File: src/rtl/mips_mem_pkg.sv
// rtl/mips_mem_pkg.sv - shared constants and types for the data-side memory/MMIO responder
package mips_mem_pkg;

   localparam logic [31:0] MMIO_BASE = 32'h8000_0000;

   typedef enum logic [1:0] {
      OFF_LED   = 2'd0,
      OFF_COUNT = 2'd1,
      OFF_CMP   = 2'd2,
      OFF_STAT  = 2'd3
   } mmio_off_e;

   localparam int STAT_IRQ = 0;
   localparam int STAT_EN  = 1;

   localparam logic [31:0] CMP_RESET = 32'hFFFF_FFFF;

endpackage

File: src/rtl/mips_dmem_mmio_if.sv
// rtl/mips_dmem_mmio_if.sv - core data port: memwrite/addr/writedata out, combinational readdata back
interface mips_dmem_mmio_if;

   logic        memwrite;
   logic [31:0] addr;
   logic [31:0] writedata;
   logic [31:0] readdata;

   modport master (output memwrite, output addr, output writedata, input readdata);
   modport slave  (input memwrite, input addr, input writedata, output readdata);

endinterface

File: src/rtl/mmio_timer.sv
// rtl/mmio_timer.sv - interval timer: COUNT/CMP/STAT registers, terminal-count wrap and level IRQ flag
module mmio_timer
   import mips_mem_pkg::*;
#(
   parameter int TMR_W = 32
) (
   input  logic             clk,
   input  logic             reset,
   input  logic             wr_count,
   input  logic             wr_cmp,
   input  logic             wr_stat,
   input  logic [31:0]      wdata,
   output logic [TMR_W-1:0] count,
   output logic [TMR_W-1:0] cmp,
   output logic             en,
   output logic             irq
);

   logic terminal;
   logic unused_wdata;

   // A COUNT write pre-empts the terminal-count step, so it also suppresses that cycle's IRQ set.
   assign terminal     = en && (count == cmp) && !wr_count;
   assign unused_wdata = ^wdata;

   always_ff @(posedge clk or posedge reset) begin
      if (reset) begin
         count <= '0;
         cmp   <= CMP_RESET[TMR_W-1:0];
         en    <= 1'b0;
         irq   <= 1'b0;
      end else begin
         if (wr_cmp)
            cmp <= wdata[TMR_W-1:0];
         if (wr_stat)
            en <= wdata[STAT_EN];

         if (wr_count)
            count <= wdata[TMR_W-1:0];
         else if (terminal)
            count <= '0;
         else if (en)
            count <= count + 1'b1;

         if (terminal)
            irq <= 1'b1;
         else if (wr_stat && wdata[STAT_IRQ])
            irq <= 1'b0;
      end
   end

endmodule

File: src/rtl/mips_dmem_mmio.sv
// rtl/mips_dmem_mmio.sv - word RAM plus LED/timer MMIO window for the single-cycle core; timer built under DMEM_TIMER_EN
module mips_dmem_mmio
   import mips_mem_pkg::*;
#(
   parameter int RAM_AW = 6,
   parameter int LED_W  = 8,
   parameter int TMR_W  = 32
) (
   input  logic             clk,
   input  logic             reset,
   mips_dmem_mmio_if.slave  bus,
   output logic [LED_W-1:0] led,
   output logic             timer_irq
);

   logic              is_mmio;
   mmio_off_e         off;
   logic [RAM_AW-1:0] ram_idx;
   logic              wr_ram;
   logic              wr_mmio;
   logic [31:0]       ram [2**RAM_AW];
   logic [31:0]       led_ext;
   logic [31:0]       count_ext;
   logic [31:0]       cmp_ext;
   logic [31:0]       stat_ext;
   logic              unused_addr;

   assign is_mmio     = (bus.addr[31] == MMIO_BASE[31]);
   assign off         = mmio_off_e'(bus.addr[3:2]);
   assign ram_idx     = bus.addr[RAM_AW+1:2];
   assign wr_ram      = bus.memwrite && !is_mmio;
   assign wr_mmio     = bus.memwrite && is_mmio;
   assign unused_addr = ^{bus.addr[30:RAM_AW+2], bus.addr[1:0]};

   // RAM deliberately has no reset; only MMIO state is initialised.
   always_ff @(posedge clk) begin
      if (wr_ram)
         ram[ram_idx] <= bus.writedata;
   end

   always_ff @(posedge clk or posedge reset) begin
      if (reset)
         led <= '0;
      else if (wr_mmio && off == OFF_LED)
         led <= bus.writedata[LED_W-1:0];
   end

   always_comb begin
      led_ext            = '0;
      led_ext[LED_W-1:0] = led;
   end

`ifdef DMEM_TIMER_EN
   logic [TMR_W-1:0] count;
   logic [TMR_W-1:0] cmp;
   logic             en;
   logic             irq;

   mmio_timer #(.TMR_W(TMR_W)) u_timer (
      .clk      (clk),
      .reset    (reset),
      .wr_count (wr_mmio && off == OFF_COUNT),
      .wr_cmp   (wr_mmio && off == OFF_CMP),
      .wr_stat  (wr_mmio && off == OFF_STAT),
      .wdata    (bus.writedata),
      .count    (count),
      .cmp      (cmp),
      .en       (en),
      .irq      (irq)
   );

   assign timer_irq = irq;

   always_comb begin
      count_ext              = '0;
      count_ext[TMR_W-1:0]   = count;
      cmp_ext                = '0;
      cmp_ext[TMR_W-1:0]     = cmp;
      stat_ext               = '0;
      stat_ext[STAT_IRQ]     = irq;
      stat_ext[STAT_EN]      = en;
   end
`else
   logic unused_wdata;

   assign unused_wdata = ^bus.writedata;
   assign timer_irq    = 1'b0;
   assign count_ext    = '0;
   assign cmp_ext      = '0;
   assign stat_ext     = '0;
`endif

   always_comb begin
      bus.readdata = '0;
      if (!is_mmio) begin
         bus.readdata = ram[ram_idx];
      end else begin
         case (off)
            OFF_LED:   bus.readdata = led_ext;
            OFF_COUNT: bus.readdata = count_ext;
            OFF_CMP:   bus.readdata = cmp_ext;
            OFF_STAT:  bus.readdata = stat_ext;
            default:   bus.readdata = '0;
         endcase
      end
   end

endmodule
File: src/flat_wrapper.sv
// flat-port wrapper written by rule: the top's interface ports become plain ports
module mips_dmem_mmio_flat import mips_mem_pkg::*;
#(
   parameter int RAM_AW = 6,
   parameter int LED_W  = 8,
   parameter int TMR_W  = 32
)
  (clk, reset, led, timer_irq, bus_memwrite, bus_addr, bus_writedata, bus_readdata);
  mips_dmem_mmio_if bus_i ();
  input  logic clk;
  input  logic reset;
  output logic [LED_W-1:0] led;
  output logic timer_irq;
  input wire logic [$bits(bus_i.memwrite)-1:0] bus_memwrite;
  input wire logic [$bits(bus_i.addr)-1:0] bus_addr;
  input wire logic [$bits(bus_i.writedata)-1:0] bus_writedata;
  output wire logic [$bits(bus_i.readdata)-1:0] bus_readdata;
  assign bus_i.memwrite = bus_memwrite;
  assign bus_i.addr = bus_addr;
  assign bus_i.writedata = bus_writedata;
  assign bus_readdata = bus_i.readdata;
  mips_dmem_mmio #(.RAM_AW(RAM_AW), .LED_W(LED_W), .TMR_W(TMR_W)) u_core (.clk(clk), .reset(reset), .bus(bus_i), .led(led), .timer_irq(timer_irq));
endmodule
File: config.mk
export PLATFORM = sky130hd
export DESIGN_NAME = mips_dmem_mmio_flat
export DESIGN_NICKNAME = d
export VERILOG_FILES = /design/src/rtl/mips_mem_pkg.sv /design/src/rtl/mips_dmem_mmio_if.sv /design/src/rtl/mmio_timer.sv /design/src/rtl/mips_dmem_mmio.sv /design/src/flat_wrapper.sv
export SDC_FILE = /design/constraint.sdc
export NUM_CORES = 2
export LEC_CHECK = 0
export ABC_AREA = 1
export ABC_CLOCK_PERIOD_IN_PS = 5300
export CAP_MARGIN = 25
export CORE_MARGIN = 3
export CORE_UTILIZATION = 40
export CTS_CLUSTER_SIZE = 30
export DETAILED_ROUTE_END_ITERATION = 10
export PLACE_DENSITY = 0.56
export SYNTH_ARGS = -nofsm -noshare
export SYNTH_HDL_FRONTEND = slang
export SYNTH_SLANG_ARGS = --single-unit
File: constraint.sdc
create_clock -name clk -period 5.3 [get_ports clk]
set_clock_uncertainty 0.05 [all_clocks]
set_input_delay 1.06 -clock clk [delete_from_list [all_inputs] [get_ports clk]]
set_output_delay 1.06 -clock clk [all_outputs]
set_load 0.02 [all_outputs]
* Word level (Yosys, flattened, before mapping)
Memory sizes are Yosys's and may differ from the RTL's. Index checks and enable logic that the tools add are counted.
Word-level totals: flip-flop bits (word level) 8, latch bits 0, memory bits (writable) 2048, bits in read-only memories 0, input bits 67, memories 1
Memory list:
- u_core.ram | depth 64, width 32, read ports 1, clocked after memory_dff 0, write ports 1, line mips_dmem_mmio.sv:21 | logic [31:0] ram [2**RAM_AW];
Operators by class: add/sub/neg operators 0, $mul 0, div/mod/pow operators 0, order comparisons 0, equality and inequality tests 3, shifts and indexed selects 0, multiplexer cells 4, bitwise logic cells 0, reductions and logical operators 6
Operators by type and width (number):
- 32-bit case mux with 2 select lines | 1
- 32-bit two-way mux | 1
- 2-bit == test, second input constant | 2
- 1-bit logical AND | 3
- 3-bit OR reduction | 1
- 2-bit by 1-bit == test with 1-bit output, second input constant | 1
- 2-bit zero test | 1
- 1-bit two-way mux | 2
- 1-bit zero test | 1

* Logic depth before layout (Yosys ltp)
depth after elaboration 4, gate-level depth with buffers 13, gate-level depth less buffers 11

* Least setup slack after synthesis
No wires, ideal clock.
path type input -> register, start point input bus_addr[5], end point memory u_core.ram[41][0] (enable), setup time 502 ps, arrival 4896 ps, setup slack -148 ps, stages 5, path buffers 1, cell sequence inv_1 > nor3_1 > buf_2 > inv_1 > nor4_1
RTL lines:
- start: declaration | line flat_wrapper.sv:15 | input wire logic [$bits(bus_i.addr)-1:0] bus_addr;
- end: declaration | line mips_dmem_mmio.sv:21
No word-level cell before the write port.

* Worst setup path after layout
start point input bus_addr[2], end point output bus_readdata[0]
On the way: longest elaborated chain between the ends 4, elaborated cells on any way between the ends 8
RTL lines:
- branches (longest 3 deep; another with memory read 64 x 32 bit)
- 32-bit two-way mux * | line mips_dmem_mmio.sv:95 | if (!is_mmio) begin
- end: declaration | line flat_wrapper.sv:17 | output wire logic [$bits(bus_i.readdata)-1:0] bus_readdata;
Mark *: on every way between the ends. The select of a mux whose other input is x is not followed.

==> metrics.csv <==
metric;value;unit
outcome;completed;
cts.sinks;2056;
root_buffer;clkbuf_16;
cp_slowest_cell;clkdlybuf4s50_1;
coreArea;211000;um^2
crit_buf_inv;6;
ctsHtreeMaxLevel;4;
finalCritPeriodShare;0.981;
yosys_warnings;0;
drcViolationCount;0;
hold_violations;0;
critPathTopFamily;buffers and inverters;
antenna_found_initial;7;
wl_per_cell;23.1;um
required;4.19;ns
multi_input_area;19200;um^2
cts_resized;0;
post_cts_buffers;0;
ant_nets;0;
top_layer;met4;
synthCells;7699;
die_area;218000;um^2
syn_avg_cell_area;11.1;um^2
dpl-instance-area;91900;um^2
grt_pass1_vias;52847;
fin_area;98400;um^2
rsz0062_at_grt;false;
cts_tree;done;
path_cells;buf_8 > inv_8 > buf_12 > buf_12 > buf_4 > nand2_1 > nand3_1 > nand2_1 > o21ai_1 > nand2_1 > nor2_1 > nand2_1 > nand2_1 > nand2_1 > clkdlybuf4s50_1;
clock_latency;0.86;ns
vias_per_cell;5.12;
max_freq;192;MHz
endpoint_kind;output pin;
dp_cells;10533;
cts.path.max_buffers;3;
critPathKind;in -> out;
final_cells;10920;
num_vias;55902;
path_depth;15;
ys_ff_latch;2056;
area_growth;15.6;%
setup_violations;0;
async_flop_share;0.00389;
fill_cells;18841;
wirelength;253;mm
nets;8006;
rows;168;
firstDrtPassIters;6;
r2r_setup_slack;4.46;ns
synth_edf_count;2048;
wl_met3;19.0;mm
min_period;5.20;ns
drive_above_1_share;0.0965;
cts_buffers;209;
tightest_slew;1.04;ns
maxSlewHeadroom;0.309;
holdWs;0.407;ns
max_cap_viol_count;0;
hp-class;in -> async;
cpPeakStageDelay;0.53;ns
ys_types;30;
chipHeight;467;um
dpl.hpwl;145;mm
cp_max_fo;59;
first_iter_violations;6269;
overflow;0;
cp.arrival;4.09;ns
initial_core_util;0.404;
critical_path.startpoint_type;primary input;
fin_util;0.467;
r2r_end;u_core.led[0]$_DFFE_PP0P_;
clkTransAtPathRegs;0.06;ns
reg2reg_from;u_core.led[0]$_DFFE_PP0P_;
synth_ff_type;edfxtp_1;
reg2regPathDepth;1;
path_common_cell;nand2_1;
wl_met1;108;mm
worst_ir_drop_vdd;0.000305;V
grtUsageTotal;0.230;
io_pins;108;
port_buffers;81;
netlist_area;85100;um^2
gp_congestion;0.853;
grt_pass1_wl;366;mm
pwr_density_cell;349;nW/um^2
dieWidth;467;um
drv_slew;0;
grt_max_degree;111;
regArea;61700;um^2
yosysSeqAreaShare;0.725;
syn-num-nets;7766;
p_leak;39.4;nW
wl_met2;118;mm
cts-hold-fix-buffers;0;
layer usage:
metal | vias up | track usage
met3 | 353 | 0.0326
met1 | 27326 | 0.325
met4 | 0 | 0.0660
li1 | 26121 | -
met5 | - | 0
met2 | 2102 | 0.370
power breakdown:
group	switching (mW)	internal, mW
clock network	6.24	7.96
registers	0.0238	18.0
logic	1.59	0.580
how the worst max path moves through the flow:
| stage | end | slack, ns | from |
|---|---|---|---|
| 3_3_place_gp | bus_readdata[22] | 0.10 | bus_addr[3] |
| 6_report | bus_readdata[0] | 0.10 | bus_addr[2] |
| 4_1_cts | bus_readdata[15] | 0.07 | bus_addr[3] |
| 5_1_grt | bus_readdata[5] | 0.04 | bus_addr[2] |
| 3_5_place_dp | bus_readdata[15] | 0.08 | bus_addr[3] |
| 2_1_floorplan | u_core.ram[41][0]$_DFFE_PP_ | -0.15 | bus_addr[5] |
per-stage QoR:
step | setup TNS [ns] | power (mW) | setup WS (ns)
6_report | 0 | 34.4 | 0.100
5_1_grt | 0 | 35.4 | 0.0384
4_1_cts | 0 | 34.6 | 0.0712
3_5_place_dp | 0 | 20.5 | 0.0772
3_3_place_gp | 0 | 20.5 | 0.104
2_1_floorplan | -9.44 | 19.3 | -0.148
cells by family (layout without fill, tap and decap cells):
group	Yosys count	in the layout	synth area share
AOI/OAI and AO/OA	109	109	0.00664
buffers and inverters	1187	1602	0.0565
DFF	2056	2056	0.725
and+or+nand+nor	4338	4338	0.211
muxes	8	8	0.00106
other	1	2	0.0000440
cells in the final DEF, fill, tap and decap left out, types with 43 or more instances in the layout:
cell | synthesis | final
nand2_1 | 2531 | 2530
edfxtp_1 | 2048 | 2048
clkdlybuf4s50_1 | 0 | 43
nor2_1 | 764 | 698
inv_1 | 793 | 792
nand4_1 | 217 | 217
clkbuf_1 | 114 | 48
clkbuf_16 | 0 | 213
nand3_1 | 750 | 750
o21ai_0 | 65 | 65
buf_4 | 9 | 240
buf_12 | 0 | 100
clkinv_1 | 2 | 63
nor2_4 | 2 | 71
cells in the mapped netlist (5+ instances only):
cell	count	area, um^2
nand3_1	750	3750
o211ai_1	8	60.1
buf_2	245	1230
a21oi_1	24	120
nand4_1	217	1360
nor2_1	764	2870
buf_4	9	67.6
or2_1	12	75.1
nor3_1	8	40.0
nand2_1	2531	9500
buf_1	20	75.1
o21ai_1	12	60.1
edfxtp_1	2048	61500
dfrtp_1	8	200
or2_0	12	75.1
or2_2	31	194
inv_1	793	2980
clkbuf_1	114	428
mux2_2	8	90.1
o21ai_0	65	325
nor2_2	5	31.3
sequential cells by signal, indices dropped and copies added, names as in the netlist:
signal      cells
u_core.led      8
u_core.ram   2048
area by class of cell:
class	instances	share of cell area
sequential	2056	0.627
multi-input combinational	4456	0.195
clock buffer	261	0.0560
timing repair buffer	419	0.0452
tap	2805	0.0357
inverter	797	0.0305
clock inverter	125	0.0108
antenna	1	0.0000254
(Power assumes the default switching activity.)
